## src/rtl/vga_pkg.sv

```systemverilog
// -----------------------------------------------------------------------------
// vga_pkg
//   Shared timing constants for the 640x480@60 raster generator.
//   Holds the eight porch/sync/visible widths, the derived line and frame
//   totals, the sync window bounds, the default sync pipeline depth and the
//   coordinate type used by every consumer of DrawX/DrawY.
// -----------------------------------------------------------------------------
package vga_pkg;

  // Horizontal timing, in pixel clocks.
  localparam int H_VISIBLE = 640;
  localparam int H_FRONT   = 16;
  localparam int H_SYNC    = 96;
  localparam int H_BACK    = 48;

  // Vertical timing, in lines.
  localparam int V_VISIBLE = 480;
  localparam int V_FRONT   = 10;
  localparam int V_SYNC    = 2;
  localparam int V_BACK    = 33;

  // Derived totals and sync windows (sync is active for START <= n < END).
  localparam int H_TOTAL  = H_VISIBLE + H_FRONT + H_SYNC + H_BACK;   // 800
  localparam int V_TOTAL  = V_VISIBLE + V_FRONT + V_SYNC + V_BACK;   // 525
  localparam int HS_START = H_VISIBLE + H_FRONT;                     // 656
  localparam int HS_END   = HS_START + H_SYNC;                       // 752
  localparam int VS_START = V_VISIBLE + V_FRONT;                     // 490
  localparam int VS_END   = VS_START + V_SYNC;                       // 492

  // Cycles from the coordinate outputs to hs/vs; matches renderers that
  // read ROM on the negedge and register colour on the posedge.
  localparam int unsigned PIPE_DELAY     = 1;
  localparam int unsigned PIPE_DELAY_MAX = 4;

  typedef logic [9:0] coord_t;

  // True when lo <= v < hi.
  function automatic logic in_window(input coord_t v, input coord_t lo,
                                     input coord_t hi);
    return (v >= lo) && (v < hi);
  endfunction

endpackage : vga_pkg

```

## src/rtl/vga_sync_delay.sv

```systemverilog
// -----------------------------------------------------------------------------
// vga_sync_delay
//   DEPTH-stage shift register for an active-low sync line. Every stage
//   resets to 1 so the monitor never sees a sync pulse while in reset or
//   while the pipeline is filling after reset release. DEPTH=0 is a wire.
//
// Ports
//   clk     in  pixel clock
//   rst_n   in  asynchronous active-low reset
//   sync_i  in  raw sync, registered, aligned with DrawX/DrawY
//   sync_o  out sync delayed by DEPTH cycles
// -----------------------------------------------------------------------------
module vga_sync_delay #(
  parameter int unsigned DEPTH = vga_pkg::PIPE_DELAY
) (
  input  logic clk,
  input  logic rst_n,
  input  logic sync_i,
  output logic sync_o
);

  if (DEPTH == 0) begin : g_bypass

    assign sync_o = sync_i;

  end else begin : g_pipe

    logic [DEPTH-1:0] stage_q;

    // NOTE: every stage is reset (to the inactive level) rather than left
    // uninitialised, otherwise the first DEPTH cycles after reset could
    // emit an arbitrary sync level to the monitor.
    always_ff @(posedge clk or negedge rst_n) begin
      if (!rst_n) begin
        stage_q <= '1;
      end else begin
        stage_q[0] <= sync_i;
        for (int i = 1; i < int'(DEPTH); i++) begin
          stage_q[i] <= stage_q[i-1];
        end
      end
    end

    assign sync_o = stage_q[DEPTH-1];

  end

endmodule : vga_sync_delay

```

## src/rtl/vga_timing_gen.sv

```systemverilog
// -----------------------------------------------------------------------------
// vga_timing_gen
//   Free-running raster timing generator (640x480@60 by default, 25 MHz).
//   All outputs are registered. The first rising edge after reset release
//   presents pixel (0,0); each later edge presents the next pixel in raster
//   order. hs/vs are decoded from the same coordinates and then delayed by
//   PIPE_DELAY cycles (legal 0..4) to line up with the renderers' colour
//   registers; the strobes and frame counter are not delayed.
//
// Ports
//   vga_clk      in  pixel clock
//   reset_n      in  asynchronous active-low reset
//   DrawX        out current column, 0..H_TOTAL-1
//   DrawY        out current line, 0..V_TOTAL-1
//   blank        out 1 = visible pixel
//   hs           out horizontal sync, active-low, delayed by PIPE_DELAY
//   vs           out vertical sync, active-low, delayed by PIPE_DELAY
//   line_start   out 1-cycle strobe with DrawX==0
//   frame_start  out 1-cycle strobe with DrawX==0 and DrawY==0
//   frame_count  out completed-frame counter, wraps modulo 256
// -----------------------------------------------------------------------------
module vga_timing_gen
  import vga_pkg::*;
#(
  parameter int          H_VISIBLE  = vga_pkg::H_VISIBLE,
  parameter int          H_FRONT    = vga_pkg::H_FRONT,
  parameter int          H_SYNC     = vga_pkg::H_SYNC,
  parameter int          H_BACK     = vga_pkg::H_BACK,
  parameter int          V_VISIBLE  = vga_pkg::V_VISIBLE,
  parameter int          V_FRONT    = vga_pkg::V_FRONT,
  parameter int          V_SYNC     = vga_pkg::V_SYNC,
  parameter int          V_BACK     = vga_pkg::V_BACK,
  parameter int unsigned PIPE_DELAY = vga_pkg::PIPE_DELAY
) (
  input  logic       vga_clk,
  input  logic       reset_n,
  output coord_t     DrawX,
  output coord_t     DrawY,
  output logic       blank,
  output logic       hs,
  output logic       vs,
  output logic       line_start,
  output logic       frame_start,
  output logic [7:0] frame_count
);

  // Geometry resolved for this instance's parameters.
  localparam int     H_TOTAL_C  = H_VISIBLE + H_FRONT + H_SYNC + H_BACK;
  localparam int     V_TOTAL_C  = V_VISIBLE + V_FRONT + V_SYNC + V_BACK;
  localparam coord_t H_LAST     = coord_t'(H_TOTAL_C - 1);
  localparam coord_t V_LAST     = coord_t'(V_TOTAL_C - 1);
  localparam coord_t H_VIS_C    = coord_t'(H_VISIBLE);
  localparam coord_t V_VIS_C    = coord_t'(V_VISIBLE);
  localparam coord_t HS_START_C = coord_t'(H_VISIBLE + H_FRONT);
  localparam coord_t HS_END_C   = coord_t'(H_VISIBLE + H_FRONT + H_SYNC);
  localparam coord_t VS_START_C = coord_t'(V_VISIBLE + V_FRONT);
  localparam coord_t VS_END_C   = coord_t'(V_VISIBLE + V_FRONT + V_SYNC);

  // run_q is clear only for the first edge after reset: that edge must
  // present (0,0) as a real pixel rather than advance past it, and must not
  // count as a completed frame.
  logic       run_q;
  coord_t     x_q, x_d;
  coord_t     y_q, y_d;
  logic       blank_q;
  logic       raw_hs_q;
  logic       raw_vs_q;
  logic       line_start_q;
  logic       frame_start_q;
  logic [7:0] frame_count_q, frame_count_d;

  // Next pixel position and frame count.
  // NOTE: every variable gets a default at the top of the block so no path
  // leaves one unassigned, which would infer a latch.
  always_comb begin
    x_d           = '0;
    y_d           = '0;
    frame_count_d = frame_count_q;

    if (run_q) begin
      if (x_q == H_LAST) begin
        x_d = '0;
        y_d = (y_q == V_LAST) ? '0 : y_q + coord_t'(1);
      end else begin
        x_d = x_q + coord_t'(1);
        y_d = y_q;
      end

      // Wrap back to the origin from a running raster = one frame done.
      if ((x_d == '0) && (y_d == '0)) begin
        frame_count_d = frame_count_q + 8'd1;
      end
    end
  end

  // Coordinates and everything decoded from them are registered together,
  // so blank, strobes and raw sync are aligned with DrawX/DrawY.
  // NOTE: sequential state uses non-blocking assignments so every register
  // samples pre-edge values regardless of statement order.
  always_ff @(posedge vga_clk or negedge reset_n) begin
    if (!reset_n) begin
      run_q         <= 1'b0;
      x_q           <= '0;
      y_q           <= '0;
      blank_q       <= 1'b0;
      raw_hs_q      <= 1'b1;
      raw_vs_q      <= 1'b1;
      line_start_q  <= 1'b0;
      frame_start_q <= 1'b0;
      frame_count_q <= '0;
    end else begin
      run_q         <= 1'b1;
      x_q           <= x_d;
      y_q           <= y_d;
      blank_q       <= (x_d < H_VIS_C) && (y_d < V_VIS_C);
      raw_hs_q      <= !in_window(x_d, HS_START_C, HS_END_C);
      // Depends on y only, so it can change only when x wraps to 0.
      raw_vs_q      <= !in_window(y_d, VS_START_C, VS_END_C);
      line_start_q  <= (x_d == '0);
      frame_start_q <= (x_d == '0) && (y_d == '0);
      frame_count_q <= frame_count_d;
    end
  end

  vga_sync_delay #(
    .DEPTH (PIPE_DELAY)
  ) u_hs_delay (
    .clk    (vga_clk),
    .rst_n  (reset_n),
    .sync_i (raw_hs_q),
    .sync_o (hs)
  );

  vga_sync_delay #(
    .DEPTH (PIPE_DELAY)
  ) u_vs_delay (
    .clk    (vga_clk),
    .rst_n  (reset_n),
    .sync_i (raw_vs_q),
    .sync_o (vs)
  );

  assign DrawX       = x_q;
  assign DrawY       = y_q;
  assign blank       = blank_q;
  assign line_start  = line_start_q;
  assign frame_start = frame_start_q;
  assign frame_count = frame_count_q;

endmodule : vga_timing_gen

```

## config.mk

```make
export PLATFORM = sky130hd
export DESIGN_NAME = vga_timing_gen
export DESIGN_NICKNAME = d
export VERILOG_FILES = /design/src/rtl/vga_pkg.sv /design/src/rtl/vga_sync_delay.sv /design/src/rtl/vga_timing_gen.sv
export SDC_FILE = /design/constraint.sdc
export NUM_CORES = 1
export LEC_CHECK = 0
export CORE_ASPECT_RATIO = 1.25
export CORE_UTILIZATION = 40
export CTS_CLUSTER_DIAMETER = 60
export CTS_CLUSTER_SIZE = 12
export DETAILED_ROUTE_END_ITERATION = 10
export PLACE_DENSITY_LB_ADDON = 0.08
export RECOVER_POWER = 50
export SETUP_SLACK_MARGIN = 0.2
export SYNTH_ARGS = -nofsm -noshare
export SYNTH_HDL_FRONTEND = slang
export SYNTH_SLANG_ARGS = --single-unit
export TNS_END_PERCENT = 20
```

## constraint.sdc

```tcl
create_clock -name vga_clk -period 8.65 [get_ports vga_clk]
set_clock_uncertainty 0.2 [all_clocks]
set_input_delay 1.73 -clock vga_clk [delete_from_list [all_inputs] [get_ports vga_clk]]
set_output_delay 1.73 -clock vga_clk [all_outputs]
set_load 0.02 [all_outputs]
```

==> impl_metrics.json <==
{
  "status": "finished, violations left",
  "violations": "capacitance limit, slew limit",
  "holdBufCountCts": 0,
  "min_period_ns": 3.66,
  "final_nets": 252,
  "synth_ff_type": "dfrtp_1",
  "cts.sinks": 36,
  "crit_arrival_ns": 3.63,
  "cts_setup_buffers": 0,
  "yosysSeqAreaShare": 0.442,
  "ys_types": 52,
  "worstPathCellList": "ha_1, and4_1, nand3_1, o31a_1, nor4_2, o2111ai_2, nor2_1, mux2_2",
  "layout_commonest_cell": "clkdlybuf4s50_1",
  "ant_nets": 0,
  "p_int_mw": 0.294,
  "n_antenna_cell": 0,
  "rows": 28,
  "num_vias": 1730,
  "maxSlewViolCount": 37,
  "fin_crit_sh": 0.423,
  "final_area_um2": 2490,
  "top_layer": "met4",
  "drt_iter0_markers": 90,
  "yosys-top-cells-area": "dfrtp_1 39%, dfstp_2 5.1%, xor2_1 5.1%, nand3_1 3.4%, nor2_1 3.1%",
  "drc": 0,
  "slew-limit-headroom": -0.292,
  "crit_buf_inv": 0,
  "async_flop_share": 1.00,
  "start_kind": "register",
  "netSwitchingPower_mw": 0.107,
  "coreArea_um2": 4830,
  "crit_path_max_incr_delay_ns": 0.51,
  "reg2reg_slack_ns": 4.99,
  "clk_transition_reported_paths_ns": 0.07,
  "grt_pass1_wl_um": 8070,
  "end_kind": "register",
  "crit_type": "register to register",
  "gp_congestion": 0.820,
  "layout_setup_ws_ns": 4.99,
  "hpwlAfterDp_um": 3560,
  "fin_cells": 307,
  "die_h_um": 82.0,
  "htree_levels": 2,
  "synth-seq-cells": 36,
  "layout-drive-gt1-share": 0.0891,
  "cp_top_family": "simple AND/OR/NAND/NOR gates",
  "io_pins": 35,
  "syn_avg_cell_area_um2": 9.58,
  "drt-met1-wl_um": 2260,
  "firstDrtPassIters": 4,
  "dp_cells": 299,
  "finalPower_mw": 0.401,
  "finalSetupViolCount": 0,
  "vias_per_cell": 5.64,
  "numCtsBuffers": 5,
  "clk_path_buf_depth": 2,
  "met3_length_um": 146,
  "pwr-share-comb": 0.156,
  "synth_area_leader_cell": "dfrtp_1",
  "grt.overflow.total": 0,
  "power_density_nw_per_um2": 161,
  "power_frac_seq": 0.485,
  "rsz0062_at_grt": "false",
  "cp_slowest_cell": "nand3_1",
  "first_global_vias": 1649,
  "hold_viol_final": 0,
  "cap_violations": 1,
  "initial_utilization": 0.424,
  "synth_area_um2": 2050,
  "clkPwrFrac": 0.360,
  "post_cts_resized": 0,
  "wl_met2_um": 2300,
  "clock_latency_ns": 0.28,
  "syn2layout_area_growth_pct": 21.6,
  "die_w_um": 66.0,
  "num-fill-cells": 477,
  "antenna_found_initial": 0,
  "cts_tree": "built",
  "crit_fanout": 18,
  "worst_pin_slew_ns": 1.94,
  "clock.fmax_mhz": 273,
  "p_leak_nw": 1.03,
  "dp_slack_ns": 5.35,
  "hp-class": "register to register",
  "drt_wl_total_um": 4840,
  "postPlaceCellArea_um2": 2400,
  "postSynthCellCount": 214,
  "layout_common_cells": "33 x clkdlybuf4s50_1, 32 x dfrtp_1, 17 x nor2_1",
  "synth-edff-count": 0,
  "synth_top_cell_area_share": 0.391,
  "synth_nets": 220,
  "tns_ns": 0,
  "post_drt_wl_per_cell_um": 15.8,
  "grt_usage": 0.201,
  "grt_start_max_net_pins": 37,
  "ys_warn_count": 0,
  "worstPathRequired_ns": 8.62,
  "clockRootBuffer": "clkbuf_8",
  "ir_drop_mv": 0.131,
  "switching_share": 0.267,
  "die_area_um2": 5420,
  "numPortBuffers": 34
}
==> kinds of logic after synthesis <==
| group | synth area share |
|---|---|
| other cells | 0.00183 |
| buf+inv | 0.0513 |
| compound gates | 0.139 |
| fa+ha+maj | 0.0244 |
| mux | 0.0104 |
| xor+xnor | 0.0769 |
| flops | 0.442 |
| simple gates | 0.254 |
==> routing by layer <==
metal	vias to the layer above	global-route usage
li1	843	-
met1	836	0.267
met2	39	0.315
met3	12	0.0375
met4	0	0.0936
met5	-	0
==> worst register-to-register path: cells and delay by family (launching register included) <==
kind	cells	cell delay (ns)
AND/OR/NAND/NOR	4	1.46
multiplexers	1	0.36
flip-flops	1	0.43
adder cells (fa/ha/maj)	1	0.33
AO/OA/AOI/OAI	2	0.77
==> path summary, 6_finish.rpt <==
path | start | endpoint | cells after the start
max in group asynchronous | reset_n | DrawY[6] | 1
worst max register to register | DrawX[1] | frame_count[1] | 8
worst min register to register | raw_vs_q | u_vs_delay.sync_o | 0
worst max-delay path | DrawX[1] | frame_count[1] | 8
min in group asynchronous | reset_n | DrawX[2] | 1
worst min-delay path | raw_vs_q | u_vs_delay.sync_o | 0
==> sequential cells by signal (all words and copies together) (netlist names) <==
signal	cells
frame_start	1
line_start	1
u_hs_delay.sync_o	1
DrawX	10
raw_hs_q	1
raw_vs_q	1
run_q	1
DrawY	10
frame_count	8
blank	1
u_vs_delay.sync_o	1
==> metrics by stage <==
stage / hold WS (ns) / utilization
after floorplan: 0.145 / -
after global placement: 0.147 / 0.497
after detailed placement: 0.147 / 0.497
after CTS: 0.159 / 0.519
after global routing: 0.163 / 0.516
final: 0.160 / 0.516
==> power by group through the flow <==
stage	Clock [mW]	Sequential (mW)	Combinational, mW
4_1_cts	0.149	0.195	0.0634
3_3_place_gp	0	0.197	0.0628
3_5_place_dp	0	0.198	0.0628
6_report	0.144	0.194	0.0623
2_1_floorplan	0	0.207	0.0203
5_1_grt	0.156	0.197	0.0685
==> synth_stat cells, types with 2 or more instances <==
cell and n:
o21a_1 3, a21o_1 2, nor2_1 17, a211oi_1 2, dfrtp_1 32, o31a_1 3, a31oi_1 2, nor4_1 9
ha_1 4, clkbuf_1 3, xor2_1 12, o31ai_1 2, nand4_1 10, dfstp_2 4, inv_1 12, xnor2_1 6
o21ai_0 9, nand2_1 15, and2_1 2, and3b_1 2, a21oi_1 7, nor3_1 8, buf_2 3, nand2b_1 2
o221a_2 2, nand3_1 14, buf_6 2
==> cell type report <==
cell class / count / area [µm²] / share of cell area
Multi-Input combinational cell: 156 / 1020 / 0.410
Sequential cell: 36 / 906 / 0.363
Timing Repair Buffer: 34 / 334 / 0.134
Tap cell: 60 / 75.1 / 0.0301
Clock buffer: 6 / 72.6 / 0.0291
Inverter: 13 / 48.8 / 0.0196
Clock inverter: 2 / 35.0 / 0.0141
Note: power is estimated with default switching activity, not from simulation.
